$ cat config.mk
export PLATFORM = sky130hd
export DESIGN_NAME = dco_update_sequencer
export DESIGN_NICKNAME = d
export VERILOG_FILES = /design/src/rtl/dco_seq_pkg.sv /design/src/rtl/dco_step_calc.sv /design/src/rtl/dco_update_sequencer.sv
export SDC_FILE = /design/constraint.sdc
export NUM_CORES = 1
export LEC_CHECK = 0
export ABC_AREA = 1
export CAP_MARGIN = 0
export CELL_PAD_IN_SITES_DETAIL_PLACEMENT = 1
export CELL_PAD_IN_SITES_GLOBAL_PLACEMENT = 2
export CORE_MARGIN = 2
export CORE_UTILIZATION = 32
export DETAILED_ROUTE_END_ITERATION = 16
export DONT_BUFFER_PORTS = 1
export GPL_ROUTABILITY_DRIVEN = 0
export PLACE_DENSITY = 0.74
export SYNTH_ARGS = -nofsm -noshare
export SYNTH_HDL_FRONTEND = slang
export SYNTH_SLANG_ARGS = --single-unit
$ cat constraint.sdc
create_clock -name dco_clk -period 4.55 [get_ports dco_clk]
set_input_delay 0.6825 -clock dco_clk [delete_from_list [all_inputs] [get_ports dco_clk]]
set_output_delay 0.6825 -clock dco_clk [all_outputs]
set_load 0.02 [all_outputs]
$ cat src/rtl/dco_seq_pkg.sv
// Shared state/class encodings and tuning-word field boundaries for the DCO update sequencer.
package dco_seq_pkg;

  typedef enum logic [2:0] {IDLE, LOAD, STROBE, HOLD, SETTLE} seq_state_t;
  typedef enum logic [1:0] {CLS_NONE, CLS_COARSE, CLS_FINE, CLS_DSM} upd_class_t;

  localparam int CODE_W    = 13;
  localparam int COARSE_HI = 12;
  localparam int COARSE_LO = 8;
  localparam int FINE_HI   = 7;
  localparam int FINE_LO   = 4;
  localparam int DSM_HI    = 3;
  localparam int DSM_LO    = 0;

  // The most significant field that moves decides which decoder flops must reload.
  function automatic upd_class_t classify_change(input logic [CODE_W-1:0] old_code,
                                                 input logic [CODE_W-1:0] new_code);
    upd_class_t cls;
    cls = CLS_NONE;
    if (old_code[COARSE_HI:COARSE_LO] != new_code[COARSE_HI:COARSE_LO])
      cls = CLS_COARSE;
    else if (old_code[FINE_HI:FINE_LO] != new_code[FINE_HI:FINE_LO])
      cls = CLS_FINE;
    else if (old_code[DSM_HI:DSM_LO] != new_code[DSM_HI:DSM_LO])
      cls = CLS_DSM;
    return cls;
  endfunction

endpackage

$ cat src/rtl/dco_step_calc.sv
// Combinational step engine: clamps requests, computes the bounded next code and its update class.
module dco_step_calc
  import dco_seq_pkg::*;
#(
  parameter int          MAX_STEP = 16,
  parameter logic [12:0] MAX_CODE = 13'h13FF
) (
  input  logic [12:0] req_code,
  input  logic [12:0] cur_code,
  input  logic [12:0] target,
  output logic [12:0] clamp_code,
  output logic        over_max,
  output logic [12:0] next_code,
  output logic [1:0]  step_class,
  output logic        at_target
);

  localparam logic [12:0] STEP_LIMIT = 13'(MAX_STEP);

  logic        step_up;
  logic [12:0] distance;
  logic [12:0] step;

  // Distance is taken in the step direction so the result can never wrap past 0 or 8191.
  always_comb begin
    over_max   = req_code > MAX_CODE;
    clamp_code = over_max ? MAX_CODE : req_code;
    at_target  = cur_code == target;
    step_up    = target > cur_code;
    distance   = step_up ? (target - cur_code) : (cur_code - target);
    step       = (distance > STEP_LIMIT) ? STEP_LIMIT : distance;
    next_code  = step_up ? (cur_code + step) : (cur_code - step);
    step_class = classify_change(cur_code, next_code);
  end

endmodule

$ cat src/rtl/dco_update_sequencer.sv
// Slews the DCO decoder code toward requested targets and drives per-field reload windows.
// Optional build macro DCO_SEQ_PREEMPT_EN: accept a new target during SETTLE.
module dco_update_sequencer
  import dco_seq_pkg::*;
#(
  parameter int          MAX_STEP   = 16,
  parameter int          HOLD_CYC   = 2,
  parameter int          SETTLE_CYC = 4,
  parameter logic [12:0] RESET_CODE = 13'h0800,
  parameter logic [12:0] MAX_CODE   = 13'h13FF
) (
  input  logic        dco_clk,
  input  logic        reset2,
  input  logic        req_valid,
  input  logic [12:0] req_code,
  output logic        req_ready,
  output logic [12:0] filter_output,
  output logic        logic1,
  output logic        logic2,
  output logic        logic3,
  output logic        logic1_posedge,
  output logic        logic2_posedge,
  output logic        logic3_posedge,
  output logic        busy,
  output logic        done,
  output logic        clamped
);

`ifdef DCO_SEQ_PREEMPT_EN
  localparam bit PREEMPT = 1'b1;
`else
  localparam bit PREEMPT = 1'b0;
`endif

  seq_state_t  state, next_state;
  upd_class_t  cls;
  logic [15:0] cnt;
  logic [12:0] target;
  logic        clamp_pending;
  logic        done_pending;

  logic        accept;
  logic        ready_next;
  logic        window_on;
  logic [12:0] clamp_code;
  logic        over_max;
  logic [12:0] next_code;
  logic [1:0]  step_class;
  logic        at_target;

  dco_step_calc #(
    .MAX_STEP (MAX_STEP),
    .MAX_CODE (MAX_CODE)
  ) u_step_calc (
    .req_code   (req_code),
    .cur_code   (filter_output),
    .target     (target),
    .clamp_code (clamp_code),
    .over_max   (over_max),
    .next_code  (next_code),
    .step_class (step_class),
    .at_target  (at_target)
  );

  assign accept = req_valid & req_ready;

  always_comb begin
    next_state = state;
    case (state)
      IDLE:    if (accept) next_state = LOAD;
      LOAD:    next_state = at_target ? IDLE : STROBE;
      STROBE:  next_state = (HOLD_CYC == 1) ? SETTLE : HOLD;
      HOLD:    if (cnt == 16'(HOLD_CYC - 2)) next_state = SETTLE;
      SETTLE: begin
        if (PREEMPT && accept)
          next_state = LOAD;
        else if (cnt == 16'(SETTLE_CYC - 1))
          next_state = at_target ? IDLE : LOAD;
      end
      default: next_state = IDLE;
    endcase
    ready_next = (next_state == IDLE) || (PREEMPT && (next_state == SETTLE));
    window_on  = (state == STROBE) || (state == HOLD);
  end

  // Window outputs are registered from the current state, so they trail the code update by one
  // edge and the decoder always sees a stable code for the whole window.
  always_ff @(posedge dco_clk) begin
    if (!reset2) begin
      state          <= IDLE;
      cnt            <= '0;
      target         <= RESET_CODE;
      filter_output  <= RESET_CODE;
      cls            <= CLS_NONE;
      clamp_pending  <= 1'b0;
      done_pending   <= 1'b0;
      req_ready      <= 1'b1;
      busy           <= 1'b0;
      done           <= 1'b0;
      clamped        <= 1'b0;
      logic1         <= 1'b0;
      logic2         <= 1'b0;
      logic3         <= 1'b0;
      logic1_posedge <= 1'b0;
      logic2_posedge <= 1'b0;
      logic3_posedge <= 1'b0;
    end else begin
      state     <= next_state;
      cnt       <= (next_state != state) ? 16'd0 : cnt + 16'd1;
      req_ready <= ready_next;
      busy      <= next_state != IDLE;

      if (accept) begin
        target        <= clamp_code;
        clamp_pending <= over_max;
      end else if (state == LOAD) begin
        clamp_pending <= 1'b0;
      end

      if ((state == LOAD) && !at_target) begin
        filter_output <= next_code;
        cls           <= upd_class_t'(step_class);
      end

      clamped      <= (state == LOAD) && clamp_pending;
      done_pending <= (state == SETTLE) && (next_state == IDLE);
      done         <= done_pending || ((state == LOAD) && at_target);

      logic1         <= window_on && (cls == CLS_COARSE);
      logic2         <= window_on && (cls == CLS_FINE);
      logic3         <= window_on && (cls == CLS_DSM);
      logic1_posedge <= (state == STROBE) && (cls == CLS_COARSE);
      logic2_posedge <= (state == STROBE) && (cls == CLS_FINE);
      logic3_posedge <= (state == STROBE) && (cls == CLS_DSM);
    end
  end

endmodule

; ---- Word level (Yosys, flattened, before mapping)
; Index checks and enable logic that the tools add are counted.
[totals]
regBits = 59
in_bits = 16
output_inout_bits = 23
word_cells = 74
[op_classes]
add_sub_neg = 5
n_lt_le_gt_ge = 3
n_eq_ne = 13
muxes = 15
bitwise_logic = 2
n_reduce_logical = 19
[op_table]
columns = operator, n
row1 = $mux 13, 4
row2 = $sub 13x13->13, 3
row3 = $add 16x1->16 const B, 1
row4 = $eq 16x2->1 const B, 1
row5 = $logic_not 16->1, 1
row6 = $pmux 3 s5, 1
row7 = $add 13x13->13, 1
row8 = $eq 13x13->1, 1
row9 = $gt 13x13->1, 1
row10 = $gt 13x13->1 const B, 1
row11 = $gt 13x5->1 const B, 1
row12 = $logic_and 1x1->1, 10
row13 = $mux 3, 3
row14 = $mux 2, 4
row15 = $ne 4x4->1, 2
row16 = $eq 3x2->1 const B, 2
row17 = $logic_not 3->1, 2
row18 = $ne 5x5->1, 1
row19 = $eq 2x2->1 const B, 2
row20 = $eq 3x1->1 const B, 1
row21 = $eq 3x3->1 const B, 1
row22 = $mux 1, 3
row23 = $ne 3x3->1, 1
row24 = $reduce_bool 3->1, 1
row25 = other kinds (7), 8

; ---- Depth between registers and ports, before layout
[logic_depth]
depth_word = 10
mapped_depth = 40

; ---- Modules after synthesis
; Synthesis repeated with hierarchy kept, for this count alone.
[hier_totals]
hier_cells = 853
area_unflattened_um2 = 5341.4
[by_module_without_submodules]
columns = module, instances, cells_per_inst, area_each_um2
row1 = dco_step_calc, 1, 541, 2876.5
row2 = dco_update_sequencer, 1, 312, 2464.9

; ---- Worst setup path before layout
; Ideal clock, no wire load.
[synth_timing]
path_type = register to register
start = register filter_output[1]
end = register filter_output[12]
setup_time_ns = 0.117
arrival_ns = 4.714
t_required_ns = 4.433
path_slack_ns = -0.281
path_stages_with_launch = 36
path_buffers = 1
cell_sequence = dfxtp_1 -> inv_1 -> ha_1 -> nand2_1 -> nor2_2 -> nand2_1 -> nand3_2 -> nand2_2 -> nand2_2 -> nand2_4 -> buf_8 -> nand2_1 -> nand2_2 -> nor3_4 -> nand2_2 -> a21oi_4 -> nand2_1 -> ha_1 -> nor2_1 -> xor2_1 -> ha_1 -> a21oi_1 -> o21bai_1 -> nand2_1 -> nand2_1 -> nand2_1 -> nand2_1 -> a21oi_1 -> inv_1 -> nand2_1 -> nand2_1 -> a21oi_1 -> xor2_1 -> o21ai_1 -> a21oi_1 -> nor2_1
[synth_between]
elab_chain_len = 6
elab_cells_between_ends = 12
classes_between = 4 x add/sub / 2 x order compare / 1 x eq/ne / 3 x mux / 2 x reduce/logical
[synth_rtl]
columns = item, line_no
row1 = from (decl), dco_update_sequencer.sv:17  ; output logic [12:0] filter_output,
row2 = from (signal assigned), dco_update_sequencer.sv:121  ; filter_output <= next_code;
row3 = $sub 13x13->13 or $gt 13x13->1 (tied branches), "dco_step_calc.sv:30, dco_step_calc.sv:29"
row4 = $mux 13, dco_step_calc.sv:30  ; distance = step_up ? (target - cur_code) : (cur_code - target);
row5 = $gt 13x5->1, dco_step_calc.sv:31  ; step = (distance > STEP_LIMIT) ? STEP_LIMIT : distance;
row6 = $mux 13, dco_step_calc.sv:31
row7 = $sub 13x13->13 or $add 13x13->13 (tied branches), dco_step_calc.sv:32  ; next_code = step_up ? (cur_code + step) : (cur_code - step);
row8 = $mux 13, dco_step_calc.sv:32
; Several ways; a longest one is shown, not always the timed one.
; A chain may end at the register's enable or synchronous reset.

; ---- Worst setup path after layout
[layout_timing]
start = register filter_output[3]
end = register cls[0]
[layout_between]
elab_chain_len = 10
elab_cells_between_ends = 18
classes_between = 4 x add/sub / 2 x order compare / 4 x eq/ne / 6 x mux / 2 x reduce/logical
[layout_rtl]
columns = item, line_no
row1 = $sub 13x13->13 or $gt 13x13->1 (tied branches), "dco_step_calc.sv:30, dco_step_calc.sv:29"
row2 = $mux 13, dco_step_calc.sv:30
row3 = $gt 13x5->1, dco_step_calc.sv:31
row4 = $mux 13, dco_step_calc.sv:31
row5 = $sub 13x13->13 or $add 13x13->13 (tied branches), dco_step_calc.sv:32
row6 = $mux 13, dco_step_calc.sv:32
row7 = $ne 4x4->1, dco_seq_pkg.sv:24  ; else if (old_code[DSM_HI:DSM_LO] != new_code[DSM_HI:DSM_LO])
row8 = $mux 2, dco_seq_pkg.sv:24
row9 = $mux 2, dco_seq_pkg.sv:22  ; else if (old_code[FINE_HI:FINE_LO] != new_code[FINE_HI:FINE_LO])
row10 = $mux 2, dco_seq_pkg.sv:20  ; if (old_code[COARSE_HI:COARSE_LO] != new_code[COARSE_HI:COARSE_LO])
row11 = to (signal assigned), dco_update_sequencer.sv:122  ; cls <= upd_class_t'(step_class);
row12 = to (decl), dco_update_sequencer.sv:36  ; upd_class_t cls;
; Several ways; a longest one is shown, not always the timed one.

==> flow_metrics.tcl <==
set metrics [dict create \
    tritoncts_clock_tree "done" \
    final_cell_area_mm2 0.00720 \
    drt-initial-drc-count 188 \
    post_synth_num_cell_types 44 \
    grt_start_max_net_pins 25 \
    cts.hold.buffers_added 0 \
    hp-class "flop to flop" \
    detail_route.vias_per_cell 4.90 \
    timing.final.setup_violations 3 \
    timing.final.crit_period_ns 4.75 \
    worst-path-stages 35 \
    postSynthRegisterBits 59 \
    path_clk_slew_ns 0.07 \
    start_util 0.328 \
    design.die.area_mm2 0.0166 \
    antenna_found_initial 0 \
    leakage_nw 3.48 \
    insertedDiodeCount 0 \
    detailed_place.area_mm2 0.00607 \
    cp_data_required_time_ns 4.77 \
    worst_ir_drop_vdd_v 0.000272 \
    yosys.area.top_type_share 0.237 \
    start_of_the_worst_register_to_register_path "filter_output[3]" \
    slew_headroom 0.115 \
    first_pass_grt_wire_length_um 29300 \
    layout_setup_ws_ns -0.201 \
    crit_path_max_fanout 5 \
    syn_nets 838 \
    report.final.slew_viol_count 0 \
    number_of_synthesized_flops_with_an_enable_pin 0 \
    cts.path.max_buffers 2 \
    cp_num_buf_inv 7 \
    fraction_of_final_layout_cells_with_drive_strength_greater_than_1 0.346 \
    main_area_contributors_after_synthesis "dfxtp_1, nand2_1, ha_1" \
    route.vias.total 5485 \
    finalHoldViolCount 0 \
    min_to "clamped" \
    layout.cells.most_common "nand2_1" \
    top_library_cells_by_usage_in_the_layout_fill_and_taps_aside "nand2_1, buf_4, inv_1" \
    min_delay_path_depth 2 \
    grt_setup_unrepaired "yes" \
    nNetsFinal 985 \
    max_clock_freq_ghz 0.210 \
    family_with_the_most_delay_on_the_worst_path "simple AND/OR/NAND/NOR gates" \
    design.core.area_mm2 0.0152 \
    fin_hold_ws_ns 0.450 \
    status "finished with violations" \
    crit_arrival_ns 4.97 \
    dieHeight_um 129 \
    finalWirelength_um 18200 \
    numClockSinks 59 \
    io_pins 39 \
    worst_setup_path_start_kind "flop" \
    clock_insertion_delay_at_the_later_pin_of_the_skew_report_ns 0.34 \
    setup.reg_to_reg.worst_slack_ns -0.20 \
    final.period_utilization 1.04 \
    timing_worst_slew_pin_value_ns 1.32 \
    grt-ovfl-total 0 \
    yosys.area.top_type "dfxtp_1" \
    part_of_the_yosys_area_used_for_sequential_elements 0.237 \
    cts-htree-levels 3 \
    crit_path_largest_cell_delay_ns 0.39 \
    synth_async_sr_flop_share 0 \
    floorplan.rows 45 \
    cts_buffers 9 \
    pre_cts_slack_ns -0.495 \
    critPathCaptureType "flop" \
    critical_path_class "flop to flop" \
    ys.warnings.count 0 \
    cellPowerDensity_mw_per_mm2 657 \
    maxCapViolCount 0 \
    violations "negative setup slack" \
    reg2reg_to "cls[0]" \
    finClkSkew_ns 0.0148 \
    drc_errors 0 \
    detail_route.wl_per_cell_um 16.2 \
    number_of_global_route_vias_before_repair 5857 \
    synth_area_mm2 0.00499 \
    die_x_um 129 \
    post_synth_inst_count 779 \
    design_power_total_w 0.00473 \
    place_hpwl_um 14200 \
    ys.flop_type "dfxtp_1" \
    clk_root_buffer_cell "clkbuf_16" \
    postSynthAreaPerCell_um2 6.40 \
    layout_overhead_on_the_synthesized_area_pct 44.3 \
    track_usage 0.226 \
    io_buffer_count 0 \
    hold_start "clamp_pending" \
    critPathSlowestCell "fa_2" \
    first_drt_pass_iteration_count 4 \
    drt.antenna.violating_nets 0 \
    timing.reg2reg.worst_path_depth 35 \
]
## metrics by stage
stage,std cells,TNS (ns),util
2_1_floorplan,779,-0.0238,-
3_3_place_gp,1072,-0.907,0.400
3_5_place_dp,1072,-1.52,0.400
4_1_cts,1105,-0.144,0.454
5_1_grt,1119,-1.53,0.473
6_report,1119,-0.545,0.473
## cell usage after synthesis (2+ instances only)
cell type,number
a21oi_4,2
xnor2_1,5
ha_1,40
o21a_1,2
nor2_1,52
dfxtp_1,59
inv_1,133
nand2_1,212
a31oi_1,3
or2_2,3
nor3_1,14
buf_4,3
fa_1,3
o211ai_1,3
nand3_1,39
a21oi_1,48
o21ai_1,4
nand4_1,13
o31ai_1,5
nand2_2,10
nor4_1,9
a21o_1,2
nand2_4,4
o21ai_0,33
nor3b_1,6
clkbuf_1,9
nor2_2,6
buf_2,2
nor2_4,2
nand3_2,5
inv_2,9
o21bai_1,2
xor2_1,26
## tightest hold or removal path, stage by stage (launching register included)
cell	delay (ns)
dfxtp_1	0.31
nand2_1	0.05
nor2_1	0.04
## report_power, final
part,switching [W],total (W),internal (W),leakage (nW)
logic,0.00188,0.00337,0.00150,2.83
registers,0.0000493,0.000625,0.000576,0.488
clock network,0.000266,0.000727,0.000461,0.158
## how the worst max path moves through the flow
stage                           from                end
CTS                 filter_output[2]             cls[0]
finish              filter_output[3]             cls[0]
detailed placement  filter_output[8]             cls[0]
floorplan           filter_output[5]  filter_output[12]
global route        filter_output[4]  filter_output[12]
global placement    filter_output[8]             cls[1]
## registers in the layout, indices dropped and copies added (netlist names)
register / flops
target: 13
logic2: 1
req_ready: 1
cls: 2
logic3: 1
state: 3
logic1_posedge: 1
logic1: 1
done_pending: 1
busy: 1
logic2_posedge: 1
clamped: 1
clamp_pending: 1
done: 1
logic3_posedge: 1
cnt: 16
filter_output: 13
## repair_timing
item / in CTS / in global routing
resized for setup: 85 / 44
gates cloned: 1 / 0
endpoints found under the setup margin: 6 / 6
setup buffers: 17 / 14
pin swaps: 32 / 39
## cells by family after synthesis
family,Yosys count,share of synthesized area
simple gates,380,0.349
buf+inv,159,0.126
compound gates,107,0.121
flops,59,0.237
fa+ha+maj,43,0.112
xor+xnor,31,0.0544
## area by class of cell
class,count,area (µm²)
tap,188,235
inverter,143,551
multi-input combinational,562,3740
timing repair buffer,151,1140
sequential,59,1210
clock buffer,10,250
fill,1951,8010
clock inverter,6,70.1
## metal layers
metal,vias to the layer above,GRT usage,routed length (µm),share of wire
met3,19,0.0470,755,0.042
met2,67,0.405,9060,0.50
met4,0,0.0588,262,0.014
li1,2762,-,-,-
met1,2637,0.276,8100,0.45
met5,-,0,0,0
Power figures use the tool's default switching activity.
